==> src/rtl/ahb3lite_pkg.sv <==
// Shared AHB3-Lite encodings for the two-master arbiter and its testbench.
package ahb3lite_pkg;

  typedef enum logic [1:0] {
    IDLE   = 2'b00,
    BUSY   = 2'b01,
    NONSEQ = 2'b10,
    SEQ    = 2'b11
  } htrans_t;

  typedef enum logic {
    OKAY  = 1'b0,
    ERROR = 1'b1
  } hresp_t;

  localparam int NUM_MASTERS = 2;

endpackage

==> src/rtl/ahb3lite_arb2.sv <==
// Two-master AHB3-Lite arbiter/mux in front of a single slave. The grant moves
// only when the owner is IDLE; data phase is steered back to its address owner.
module ahb3lite_arb2
  import ahb3lite_pkg::*;
#(
  parameter int HADDR_SIZE = 32,
  parameter int HDATA_SIZE = 32
) (
  input  logic                  HCLK,
  input  logic                  HRESET,

  input  logic [HADDR_SIZE-1:0] M0_HADDR,
  input  logic [HDATA_SIZE-1:0] M0_HWDATA,
  input  logic                  M0_HWRITE,
  input  logic [2:0]            M0_HSIZE,
  input  logic [2:0]            M0_HBURST,
  input  logic [3:0]            M0_HPROT,
  input  logic [1:0]            M0_HTRANS,
  output logic                  M0_HREADY,
  output logic                  M0_HRESP,
  output logic [HDATA_SIZE-1:0] M0_HRDATA,

  input  logic [HADDR_SIZE-1:0] M1_HADDR,
  input  logic [HDATA_SIZE-1:0] M1_HWDATA,
  input  logic                  M1_HWRITE,
  input  logic [2:0]            M1_HSIZE,
  input  logic [2:0]            M1_HBURST,
  input  logic [3:0]            M1_HPROT,
  input  logic [1:0]            M1_HTRANS,
  output logic                  M1_HREADY,
  output logic                  M1_HRESP,
  output logic [HDATA_SIZE-1:0] M1_HRDATA,

  output logic                  S_HSEL,
  output logic [HADDR_SIZE-1:0] S_HADDR,
  output logic [HDATA_SIZE-1:0] S_HWDATA,
  output logic                  S_HWRITE,
  output logic [2:0]            S_HSIZE,
  output logic [2:0]            S_HBURST,
  output logic [3:0]            S_HPROT,
  output logic [1:0]            S_HTRANS,
  output logic                  S_HREADY,
  input  logic                  S_HREADYOUT,
  input  logic                  S_HRESP,
  input  logic [HDATA_SIZE-1:0] S_HRDATA
);

  logic aown;
  logic down;
  logic dvalid;

  logic [HADDR_SIZE-1:0] m_haddr  [NUM_MASTERS];
  logic [HDATA_SIZE-1:0] m_hwdata [NUM_MASTERS];
  logic                  m_hwrite [NUM_MASTERS];
  logic [2:0]            m_hsize  [NUM_MASTERS];
  logic [2:0]            m_hburst [NUM_MASTERS];
  logic [3:0]            m_hprot  [NUM_MASTERS];
  logic [1:0]            m_htrans [NUM_MASTERS];
  logic                  m_hready [NUM_MASTERS];
  logic                  m_hresp  [NUM_MASTERS];
  logic [HDATA_SIZE-1:0] m_hrdata [NUM_MASTERS];

  logic [1:0] own_trans;
  logic [1:0] other_trans;
  logic       handover;

  assign m_haddr[0]  = M0_HADDR;
  assign m_hwdata[0] = M0_HWDATA;
  assign m_hwrite[0] = M0_HWRITE;
  assign m_hsize[0]  = M0_HSIZE;
  assign m_hburst[0] = M0_HBURST;
  assign m_hprot[0]  = M0_HPROT;
  assign m_htrans[0] = M0_HTRANS;

  assign m_haddr[1]  = M1_HADDR;
  assign m_hwdata[1] = M1_HWDATA;
  assign m_hwrite[1] = M1_HWRITE;
  assign m_hsize[1]  = M1_HSIZE;
  assign m_hburst[1] = M1_HBURST;
  assign m_hprot[1]  = M1_HPROT;
  assign m_htrans[1] = M1_HTRANS;

  assign own_trans   = m_htrans[aown];
  assign other_trans = m_htrans[~aown];
  // Only an idle owner yields, so an in-flight burst is never split.
  assign handover    = (own_trans == IDLE) && (other_trans == NONSEQ);

  always_ff @(posedge HCLK or posedge HRESET) begin
    if (HRESET) begin
      aown   <= 1'b0;
      down   <= 1'b0;
      dvalid <= 1'b0;
    end else if (S_HREADYOUT) begin
      down   <= aown;
      dvalid <= own_trans[1];
      if (handover) begin
        aown <= ~aown;
      end
    end
  end

  assign S_HSEL   = (own_trans != IDLE);
  assign S_HADDR  = m_haddr[aown];
  assign S_HWRITE = m_hwrite[aown];
  assign S_HSIZE  = m_hsize[aown];
  assign S_HBURST = m_hburst[aown];
  assign S_HPROT  = m_hprot[aown];
  assign S_HTRANS = own_trans;
  assign S_HWDATA = m_hwdata[down];
  assign S_HREADY = S_HREADYOUT;

  for (genvar gi = 0; gi < NUM_MASTERS; gi++) begin : g_master
    logic is_aowner;
    logic is_downer;

    assign is_aowner = (aown == 1'(gi));
    assign is_downer = dvalid && (down == 1'(gi));

    // A master with no stake on the bus sees ready only while it is idle.
    assign m_hready[gi] = (is_aowner || is_downer) ? S_HREADYOUT
                                                   : (m_htrans[gi] == IDLE);
    assign m_hresp[gi]  = is_downer ? S_HRESP  : OKAY;
    assign m_hrdata[gi] = is_downer ? S_HRDATA : '0;
  end

  assign M0_HREADY = m_hready[0];
  assign M0_HRESP  = m_hresp[0];
  assign M0_HRDATA = m_hrdata[0];
  assign M1_HREADY = m_hready[1];
  assign M1_HRESP  = m_hresp[1];
  assign M1_HRDATA = m_hrdata[1];

endmodule

==> config.mk <==
export PLATFORM = sky130hd
export DESIGN_NAME = ahb3lite_arb2
export DESIGN_NICKNAME = d
export VERILOG_FILES = /design/src/rtl/ahb3lite_pkg.sv /design/src/rtl/ahb3lite_arb2.sv
export SDC_FILE = /design/constraint.sdc
export NUM_CORES = 1
export LEC_CHECK = 0
export BUFFER_PORTS_ARGS = -buffer_cell sky130_fd_sc_hd__clkbuf_2
export CORE_AREA = 2 2 131 133
export CTS_BUF_LIST = sky130_fd_sc_hd__clkbuf_8 sky130_fd_sc_hd__clkbuf_16
export DETAILED_ROUTE_END_ITERATION = 16
export DIE_AREA = 0 0 133 135
export REMOVE_ABC_BUFFERS = 1
export SYNTH_ARGS = -nofsm -noshare
export SYNTH_HDL_FRONTEND = slang
export SYNTH_SLANG_ARGS = --single-unit
==> constraint.sdc <==
create_clock -name HCLK -period 1.8 [get_ports HCLK]
set_input_delay 0.18 -clock HCLK [delete_from_list [all_inputs] [get_ports HCLK]]
set_output_delay 0.18 -clock HCLK [all_outputs]
set_load 0.05 [all_outputs]
### Word level (Yosys, flattened, before mapping)

Index checks and enable logic that the tools add are counted.

* register bits after elaboration: 3
* bits in latches: 0
* memory bits (writable): 0
* bits in read-only memories: 0
* input port bits: 190
* output and inout bits: 147
* logic and storage cells: 52
* memories: 0

* add/subtract/negate cells: 0
* multipliers: 0
* div/mod/pow operators: 0
* $lt $le $gt $ge: 3
* eq/ne operators: 1
* shifts and indexed selects: 0
* multiplexer cells: 30
* bitwise operators: 5
* reductions and logical operators: 10

Operators with widths (number)
* $mux 32: 8
* $mux 3: 6
* $mux 2: 6
* $mux 4: 3
* $mux 1: 7
* $ge 2x2->1 const B: 3
* $logic_not 2->1: 3
* $not 1->2: 3
* $logic_and 1x1->1: 3
* $eq 2x2->1 const B: 1
* $logic_or 1x1->1: 2
* $not 1->1: 2
* $reduce_and 2->1: 1
* $reduce_bool 2->1: 1

### Depth between registers and ports, before layout

Gate-level depths: netlist of run 1.

* word-level depth: 8
* gate-level depth with buffers: 5
* gate-level depth less buffers: 3

### Least setup slack after synthesis of run 1

OpenSTA, ideal clock, no wires.

* path type: reg2out
* start: register aown
* end: output port M0_HREADY
* arrival time: 1.641 ns
* required time: 1.620 ns
* slack: -0.021 ns
* stages on the path, launching flop included: 5
* buffers on the path: 2
* path through: dfrtp_1 > buf_4 > buf_6 > inv_2 > o41ai_2

* longest elaborated chain between the ends: 3

Ends and longest elaborated chain
* from (decl): RTL line ahb3lite_arb2.sv:48 `logic aown;`
* from (signal assigned): RTL line ahb3lite_arb2.sv:97 `aown <= ~aown;`
* $not 1->1: RTL line ahb3lite_arb2.sv:116 `assign is_aowner = (aown == 1'(gi));`
* $logic_or 1x1->1: RTL line ahb3lite_arb2.sv:120 `assign m_hready[gi] = (is_aowner || is_downer) ? S_HREADYOUT`
* $mux 1: RTL line ahb3lite_arb2.sv:120
* to (decl): RTL line ahb3lite_arb2.sv:19 `output logic M0_HREADY,`

Every way passes these cells.

### Worst setup path after layout of run 1

* start: register down
* end: output port S_HWDATA[9]

* longest elaborated chain between the ends: 4

Ends and longest elaborated chain
* from (decl): RTL line ahb3lite_arb2.sv:49 `logic down;`
* from (signal assigned): RTL line ahb3lite_arb2.sv:94 `down <= aown;`
* $not 1->2 (not written as such): RTL line ahb3lite_arb2.sv:109 `assign S_HWDATA = m_hwdata[down];`
* $mux 32 (not written as such) (3 in series): RTL line ahb3lite_arb2.sv:109
* to (decl): RTL line ahb3lite_arb2.sv:36 `output logic [HDATA_SIZE-1:0] S_HWDATA,`

Every way passes these cells. The select of a mux whose other input is x is not followed.

==> metrics.md, run 1 <==
| Metric | Value |
|---|---|
| Clk slew on worst S/H paths | 30 ps |
| FF-to-FF path depth | 4 |
| Via Count | around 2700 |
| Outcome | finished, final reports clean |
| DR DRC count | 0 |
| Dpl hpwl | ~7600 µm |
| Hold Worst Slack | between 200 and 250 ps |
| Critical path's slowest cell | dfrtp_2 |
| Die Height | 135 µm |
| Worst reg2reg path startpoint | aown |
| DR WL/cell | ~13 µm |
| Routability cong. | between 0.7 and 0.8 |
| Initial antenna violation count | 0 |
| Min-delay worst type | input pin to flip-flop |
| Max-slew violations | 0 |
| Post-Place Setup Slack | ~160 ps |
| Filler Cells Inserted | between 1500 and 2000 |
| Fraction of layout cells with a size suffix above 1 | a little over four fifths |
| Power Density | 545 nW/µm² |
| Flops & latches, synth | 3 |
| Core footprint | between 15000 and 20000 µm² |
| Area grow syn2layout | 141% |
| H-tree levels | 1 |
| Final hold violation count | 0 |
| FF-to-FF End | dvalid |
| DIE AREA | about 18000 µm² |
| Highest Clock Rate | roughly 0.57 GHz |
| Mapped Area | ~1600 µm² |
| CP Data Required Time | around 1600 ps |
| Tcrit/Tclk final | 96.8% |
| Synth warn | 0 |
| Worst-path maximum fanout | 32 |
| GRT Residual Overflow | 0 |
| Vias in the first global route | 2393 |
| Initial DRC Count | 95 |
| Crit Path Class | flip-flop to output pin |
| Tmin final | approximately 1700 ps |
| CTS sink cnt | 3 |
| Crit. path cell count | 4 |
| Placed Instances | about 730 |
| All-Layer GR Usage | under 10% |
| Count of final setup violators | 0 |
| Largest net degree at the start of global routing | 35 |
| Clk_skew | a little over 1 ps |
| DR vias/cell | about 3.6 |
| Critical Path AT | about 1600 ps |
| N_diodes | 0 |
| R2R Setup Slk | around 600 ps |
| Worst Path Buf+Inv | 3 |
| Avg Cell Area, Syn | a little under 9 µm² |
| Core Rows | 47 |
| Net count, final | around 700 |
| Worst vdd ir | ~180 µV |
| TritonCTS buffer count | 3 |
| CP Capture Type | output pin |
| Post-Syn Instances | approximately 190 |
| Root buffer cell | clkbuf_16 |
| First-pass GRT wire length | around 13000 µm |
| Final Non-Filler Cells | 737 |
| Least-Margin Pin Slew | approximately 320 ps |
| Post-synthesis sequential area ratio | ~4.7% |
| TritonCTS clock tree | built |
| First-pass DRT Iterations | 4 |
| Crit path largest cell delay | ~420 ps |
| Crit. Startpoint | down |
| Synth cell types | 19 |
| Final setup margin | 57.8 ps |
| Fin Setup TNS | 0 ps |
| CP endpoint | S_HWDATA[9] |
| Leak | ~2.2 nW |
| Die Wd | ~130 µm |
| CP startpoint kind | flip-flop |
| Max-cap viol count | 0 |
| Total Wirelength | approximately 9300 µm |
| Bufs on Longest Clock Path | 2 |
| Cell Chain, Critical Path | buf_12 -> buf_16 -> mux2_2 -> clkbuf_4 |
| IO buf count | about 340 |
| Power Total | between 2 and 2.5 mW |
| Clock Latency Late Sink | about 220 ps |
| Post-route ant nets | 0 |
| Headroom to the max-slew limit | between 70% and 80% |
| IO Count | 337 |
| Top delay family on crit path | buffers and inverters |
| Initial Util | under 10% |
through the flow:
step,area (µm²),utilization (%)
6_report,3880,23.7
5_1_grt,3880,23.7
4_1_cts,3860,23.5
3_5_place_dp,3630,22.1
3_3_place_gp,3630,22.1
2_1_floorplan,1470,-
worst min-delay path by stage:
stage / startpoint / endpoint / slack [ps] / cells past startpoint
finish: M0_HTRANS[1] / aown / 210 / 2
global route: M0_HTRANS[1] / aown / 230 / 2
CTS: M0_HTRANS[1] / aown / 210 / 2
detailed placement: HRESET / dvalid / 70 / 2
global placement: HRESET / dvalid / 60 / 2
floorplan: HRESET / aown / -70 / 1
power breakdown:
group	switching (mW)	internal (mW)	total [mW]	leakage, nW
registers	0.00932	0.0727	0.0820	0.0354
clock network	0.0645	0.287	0.351	0.0423
logic	1.11	0.570	1.68	2.16
total	1.19	0.929	2.11	2.24
cell families after synthesis:
| family | after synthesis | share of synthesized area [%] |
|---|---|---|
| compound gates | 7 | 3.18 |
| simple gates | 73 | 27.7 |
| buf+inv | 24 | 9.24 |
| mux | 79 | 55.2 |
| flops | 3 | 4.66 |
cell type report:
class | count | area [µm²] | share of cell area (%)
clock buffers | 3 | 75.1 | 1.93
clock inverters | 1 | 3.75 | 0.0967
inverters | 3 | 11.3 | 0.290
multi-input cells | 160 | 1400 | 36.1
flip-flops and latches | 3 | 77.6 | 2.00
well taps | 220 | 275 | 7.09
repair buffers | 347 | 2040 | 52.5
what timing repair did:
action	in CTS	in global routing
pin swaps	0	0
buffers inserted	2	2
endpoints found under the hold margin	3	0
endpoints found under the setup margin	5	21
hold buffers	1	0
resized for setup	29	6
gates cloned	2	0
layer usage:
layer | wire length [µm] | vias up | share of wire [%] | track usage [%]
met5 | 0 | - | 0 | 0
li1 | - | 1331 | - | -
met2 | 4770 | 139 | 51 | 15.9
met1 | 3740 | 1195 | 40 | 11.3
met3 | 708 | 6 | 7.6 | 1.91
met4 | 91 | 0 | 0.98 | 2.51
synthesized netlist by cell type:
| master | count | share of area (%) |
|---|---|---|
| and2_1 | 33 | 13 |
| nor3_1 | 1 | 0.31 |
| inv_2 | 1 | 0.23 |
| clkbuf_2 | 3 | 0.93 |
| nor2_1 | 5 | 1.2 |
| o41ai_2 | 1 | 1.0 |
| o21ai_0 | 1 | 0.31 |
| mux2_2 | 79 | 55 |
| a21oi_1 | 3 | 0.93 |
| buf_6 | 5 | 3.5 |
| and3_1 | 33 | 13 |
| clkbuf_1 | 3 | 0.70 |
| a31oi_1 | 1 | 0.39 |
| inv_1 | 2 | 0.47 |
| buf_4 | 2 | 0.93 |
| dfrtp_1 | 3 | 4.7 |
| o41ai_1 | 1 | 0.54 |
| buf_2 | 8 | 2.5 |
| and2b_4 | 1 | 0.62 |
registers in the layout, indices dropped and copies added, names as in the netlist:
| register | flops |
|---|---|
| aown | 1 |
| down | 1 |
| dvalid | 1 |
placed cells by master, fill, tap and decap left out, drive strengths merged:
| cell | netlist | layout |
|---|---|---|
| nor3 | 1 | 1 |
| o41ai | 2 | 2 |
| inv | 3 | 4 |
| dlygate4sd3 | 0 | 1 |
| a21oi | 3 | 3 |
| nor2 | 5 | 5 |
| clkbuf | 6 | 327 |
| o21ai | 1 | 1 |
| bufbuf | 0 | 1 |
| and2b | 1 | 2 |
| mux2 | 79 | 79 |
| buf | 15 | 21 |
| a31oi | 1 | 1 |
| and2 | 33 | 33 |
| and3 | 33 | 33 |
| dfrtp | 3 | 3 |
Note: power is estimated with default switching activity, not from simulation.
==> inputs of run 2 (changes only) <==
Settings changed: BUFFER_PORTS_ARGS -buffer_cell sky130_fd_sc_hd__clkbuf_2 to unset, DONT_BUFFER_PORTS set to 1.
==> metrics.md, run 2 (synthesized netlist as in run 1, its figures left out) <==
| Metric | Value |
|---|---|
| Vias in the first global route | 1568 (was 2393) |
| CP startpoint kind | flip-flop (unchanged) |
| Die Height | 135 µm (unchanged) |
| IO buf count | 0 (was 336) |
| Clk_skew | 0.568 ps (was 1.02 ps) |
| Min-delay src | M0_HTRANS[1] (unchanged) |
| GRT Residual Overflow | 0 (unchanged) |
| Worst vdd ir | 227 µV (was 183 µV) |
| Count of final setup violators | 0 (unchanged) |
| TritonCTS buffer count | 3 (unchanged) |
| Tcrit/Tclk final | 95.8% (was 96.8%) |
| Highest Clock Rate | 0.580 GHz (was 0.574 GHz) |
| H-tree levels | 1 (unchanged) |
| FF-to-FF path depth | 3 (was 4) |
| TritonCTS clock tree | built (unchanged) |
| Worst reg2reg path startpoint | aown (unchanged) |
| Initial Util | 9.82% (unchanged) |
| Via Count | 1740 (was 2671) |
| First-pass DRT Iterations | 4 (unchanged) |
| Max-slew violations | 0 (unchanged) |
| Most frequent cells in the layout | mux2_2 (79), buf_12 (69), and3_1 (33), and2_1 (33) (was clkbuf_2 (300), mux2_2 (79), and3_1 (33), and2_1 (33), clkbuf_4 (24)) |
| Top flop regs | aown (1), down (1), dvalid (1) (unchanged) |
| Core footprint | 16400 µm² (unchanged) |
| R2R Setup Slk | 690 ps (was 600 ps) |
| Worst-path maximum fanout | 15 (was 32) |
| Routability cong. | 0.793 (was 0.752) |
| Largest net degree at the start of global routing | 53 (was 35) |
| Root buffer cell | clkbuf_16 (unchanged) |
| Post-route ant nets | 0 (unchanged) |
| IO Count | 337 (unchanged) |
| Core Rows | 47 (unchanged) |
| Dpl hpwl | 6970 µm (was 7610 µm) |
| Initial antenna violation count | 1 (was 0) |
| Leak | 1.31 nW (was 2.24 nW) |
| DR vias/cell | 3.73 (was 3.62) |
| Die Wd | 133 µm (unchanged) |
| CP Capture Type | output pin (unchanged) |
| Crit Path Class | flip-flop to output pin (unchanged) |
| Total Wirelength | 8190 µm (was 9310 µm) |
| Power Density | 610 nW/µm² (was 545 nW/µm²) |
| Worst Hold End | aown (unchanged) |
| Area grow syn2layout | 103% (was 141%) |
| Outcome | finished, final reports clean (unchanged) |
| DR DRC count | 0 (unchanged) |
| Least-Margin Pin Slew | 319 ps (was 320 ps) |
| Critical Path AT | 1540 ps (was 1560 ps) |
| Net count, final | 436 (was 708) |
| DR WL/cell | 17.6 µm (was 12.6 µm) |
| Clk slew on worst S/H paths | 30 ps (about the same) |
| Fraction of layout cells with a size suffix above 1 | 66.1% (was 84.1%) |
| Post-Place Setup Slack | 219 ps (was 165 ps) |
| Initial DRC Count | 37 (was 95) |
| Hold path depth | 1 (was 2) |
| Commonest non-fill, non-tap cell in the layout | mux2_2 (was clkbuf_2) |
| Fin Setup TNS | 0 ps (unchanged) |
| CTS sink cnt | 3 (unchanged) |
| Bufs on Longest Clock Path | 2 (unchanged) |
| Unrepaired setup endpoints after global routing | false |
| Final setup margin | 76.3 ps (was 57.8 ps) |
| Max-cap viol count | 0 (unchanged) |
| Final hold violation count | 0 (unchanged) |
| Min-delay worst type | input pin to flip-flop (unchanged) |
| All-Layer GR Usage | 7.66% (was 9.11%) |
| Clock Latency Late Sink | 220 ps (about the same) |
| Tmin final | 1720 ps (was 1740 ps) |
| Filler Cells Inserted | 1763 (was 1798) |
| DIE AREA | 18000 µm² (unchanged) |
| FF-to-FF End | dvalid (unchanged) |
| CP Data Required Time | 1620 ps (about the same) |
| Headroom to the max-slew limit | 78.7% (about the same) |
| First-pass GRT wire length | 10400 µm (was 12800 µm) |
| Power Total | 2.00 mW (was 2.11 mW) |
run 2: cell types whose count changed in the layout (fill, tap and decap cells not counted), sizes merged:
cell	change
clkbuf	-324
buf	+53
bufbuf	-1
diode	+1
run 2: per-layer routing:
layer	up-vias	track usage [%]	wire length, µm
met5	-	0	0
met4	0	1.61	38
met3	2	3.38	943
met2	137	11.6	3930
met1	819	10.1	3280
li1	782	-	-
run 2: final cells by class:
class,instances,area [µm²],area share [%]
Antenna cell,1,2.50,0.0765
Clock buffer,3,75.1,2.30
Clock inverter,1,3.75,0.115
Inverter,3,11.3,0.344
Multi-Input combinational cell,160,1400,42.7
Sequential cell,3,77.6,2.37
Tap cell,220,275,8.42
Timing Repair Buffer,75,1430,43.7
run 2: critical path, cell delays in order, from the launching register on:
cell and delay (ps):
dfrtp_2 430, buf_4 210, a21oi_1 190, mux2_2 480
run 2: metrics by stage:
stage                     instance area, µm²  hold WS [ps]  std cells  utilization (%)
after floorplan                         1470         -66.4        165                -
after global placement                  3170         -53.9        459             19.3
after detailed placement                3170         -48.1        459             19.3
after CTS                               3270          72.7        465             19.9
after global routing                    3270          73.3        466             19.9
final                                   3270          62.8        466             19.9
run 2: worst max-delay path by stage:
| stage | slack, ps | startpoint | to | cells past startpoint |
|---|---|---|---|---|
| global placement | 180 | down | M0_HREADY | 4 |
| global route | 4 | dvalid | M1_HRDATA[14] | 4 |
| CTS | 50 | down | M0_HREADY | 4 |
| floorplan | -960 | down | M0_HREADY | 2 |
| finish | 80 | down | M1_HREADY | 3 |
| detailed placement | 220 | down | M0_HREADY | 4 |
run 2: where the power goes:
group	switching, mW	internal (mW)	total [mW]
registers	0.00781	0.0728	0.0806
logic	1.05	0.525	1.57
clock network	0.0584	0.286	0.345
total	1.11	0.884	2.00
run 2: timing repair:
action | CTS | global route
setup endpoints to repair | 1 | 0
endpoints found under the hold margin | 3 | 0
gates resized for setup | 1 | 0
hold buffers | 1 | 0
buffers inserted | 0 | 0
==> inputs of run 3 (changes only) <==
Settings changed: CORE_AREA 2 2 131 133 to 2 2 130 132, DIE_AREA 0 0 133 135 to 0 0 132 134.
==> metrics.md, run 3 (synthesized netlist as in run 1, its figures left out) <==
| Metric | Value |
|---|---|
| Initial antenna violation count | 0 (was 1) |
| Post-route ant nets | 0 (unchanged) |
| GRT Residual Overflow | 0 (unchanged) |
| N_diodes | 0 (was 1) |
| CTS sink cnt | 3 (unchanged) |
| Outcome | finished, final reports clean (unchanged) |
| Worst-path maximum fanout | 40 (was 15) |
| Critical Path AT | 1540 ps (about the same) |
| All-Layer GR Usage | 8.09% (was 7.66%) |
| First-pass GRT wire length | 10600 µm (was 10400 µm) |
| Min-delay worst type | input pin to flip-flop (unchanged) |
| Leak | 1.33 nW (was 1.31 nW) |
| CP Data Required Time | 1620 ps (about the same) |
| DR vias/cell | 3.80 (was 3.73) |
| CP Capture Type | output pin (unchanged) |
| Bufs on Longest Clock Path | 2 (unchanged) |
| Die Height | 134 µm (was 135 µm) |
| Post-Place Setup Slack | 158 ps (was 219 ps) |
| Via Count | 1765 (was 1740) |
| First-pass DRT Iterations | 4 (unchanged) |
| DR WL/cell | 17.7 µm (was 17.6 µm) |
| Most frequent cells in the layout | mux2_2 (78), buf_12 (72), and3_1 (33), and2_1 (33), nor2_1 (5) (was mux2_2 (79), buf_12 (69), and3_1 (33), and2_1 (33)) |
| CP startpoint kind | flip-flop (unchanged) |
| DIE AREA | 17700 µm² (was 18000 µm²) |
| Final hold violation count | 0 (unchanged) |
| Commonest non-fill, non-tap cell in the layout | mux2_2 (unchanged) |
| Count of final setup violators | 0 (unchanged) |
| Power Total | 2.04 mW (was 2.00 mW) |
| Initial Util | 9.89% (was 9.82%) |
| Vias in the first global route | 1592 (was 1568) |
| IO Count | 337 (unchanged) |
| DR DRC count | 0 (unchanged) |
| Least-Margin Pin Slew | 317 ps (was 319 ps) |
| Final setup margin | 81.0 ps (was 76.3 ps) |
| Worst vdd ir | 689 µV (was 227 µV) |
| Clock Latency Late Sink | 220 ps (about the same) |
| Placed Instances | 457 (was 459) |
| Max-cap viol count | 0 (unchanged) |
| Initial DRC Count | 56 (was 37) |
| Final Util | 20.3% (was 19.9%) |
| TritonCTS clock tree | built (unchanged) |
| Final Non-Filler Cells | 465 (was 466) |
| Crit. path cell count | 2 (was 3) |
| Critical path's slowest cell | dfrtp_2 (was mux2_2) |
| Area grow syn2layout | 105% (was 103%) |
| H-tree levels | 1 (unchanged) |
| Highest Clock Rate | 0.582 GHz (was 0.580 GHz) |
| IO buf count | 0 (unchanged) |
| Clk_skew | 3.67 ps (was 0.568 ps) |
| Dpl hpwl | 6720 µm (was 6970 µm) |
| Tcrit/Tclk final | 95.5% (was 95.8%) |
| TritonCTS buffer count | 3 (unchanged) |
| Headroom to the max-slew limit | 78.9% (was 78.7%) |
| Worst Path Buf+Inv | 1 (unchanged) |
| Core footprint | 16300 µm² (was 16400 µm²) |
| FF-to-FF path depth | 3 (unchanged) |
| Top flop regs | aown (1), down (1), dvalid (1) (unchanged) |
| Fraction of layout cells with a size suffix above 1 | 66.1% (unchanged) |
| Core Rows | 47 (unchanged) |
| Die Wd | 132 µm (was 133 µm) |
| Unrepaired setup endpoints after global routing | false (unchanged) |
| Largest net degree at the start of global routing | 68 (was 53) |
| Cell Chain, Critical Path | buf_12 -> mux2_2 (was buf_4 -> a21oi_1 -> mux2_2) |
| Power Density | 615 nW/µm² (was 610 nW/µm²) |
| Hold path depth | 1 (unchanged) |
| Routability cong. | 0.793 (about the same) |
| Root buffer cell | clkbuf_16 (unchanged) |
| Max-slew violations | 0 (unchanged) |
| Top delay family on crit path | flip-flops (was multiplexers) |
| Crit Path Class | flip-flop to output pin (unchanged) |
| Net count, final | 436 (unchanged) |
| Clk slew on worst S/H paths | 30 ps (about the same) |
| Tmin final | 1720 ps (about the same) |
| Crit path largest cell delay | 520 ps (was 480 ps) |
| Total Wirelength | 8230 µm (was 8190 µm) |
-- run 3: worst register-to-register path: stages, from the launching register on --
cell and delay (ps):
dfrtp_2 520, mux2_2 420, nor2_1 100, nor2_1 40
-- run 3: power by group --
group	switching (mW)	internal (mW)	leakage, nW
Clock	0.0596	0.286	0.0423
Sequential	0.0106	0.0727	0.0354
Combinational	1.06	0.551	1.25
-- run 3: layout make-up --
cell class	count	area (µm²)
inverter	3	11.3
fill	1765	13000
sequential	3	77.6
clock inverter	1	3.75
timing repair buffer	75	1470
multi-input combinational	160	1400
tap	220	275
clock buffer	3	75.1
-- run 3: routing by layer --
layer / vias to the layer above / global-route usage, % / part of all wire [%]
met2: 148 / 11.8 / 46
li1: 781 / - / -
met5: - / 0 / 0
met3: 2 / 3.48 / 11
met1: 834 / 11.0 / 42
met4: 0 / 1.81 / 0.77
-- run 3: path summary, 6_finish.rpt --
check | slack, ps | from | endpoint
max in group asynchronous | 1310 | HRESET | down
worst max register to register | 590 | aown | dvalid
worst max-delay path | 80 | aown | S_HADDR[10]
worst min register to register | 730 | aown | aown
min in group asynchronous | 310 | HRESET | aown
worst min-delay path | 50 | M0_HTRANS[1] | aown
-- run 3: what timing repair did --
item / CTS / global route
hold buffers: 1 / 0
hold endpoints to repair: 3 / 0
endpoints found under the setup margin: 1 / 2
setup buffers: 0 / 2
gates resized for setup: 1 / 2
gates cloned: 1 / 0
-- run 3: per-stage QoR --
stage	hold WS [ps]	setup TNS, ps	area (µm²)
after floorplan	-66.4	-40440	1470
after global placement	-14.3	0	3170
after detailed placement	-19.6	0	3170
after CTS	54.3	0	3270
after global routing	50.3	0	3310
final	50.9	0	3310
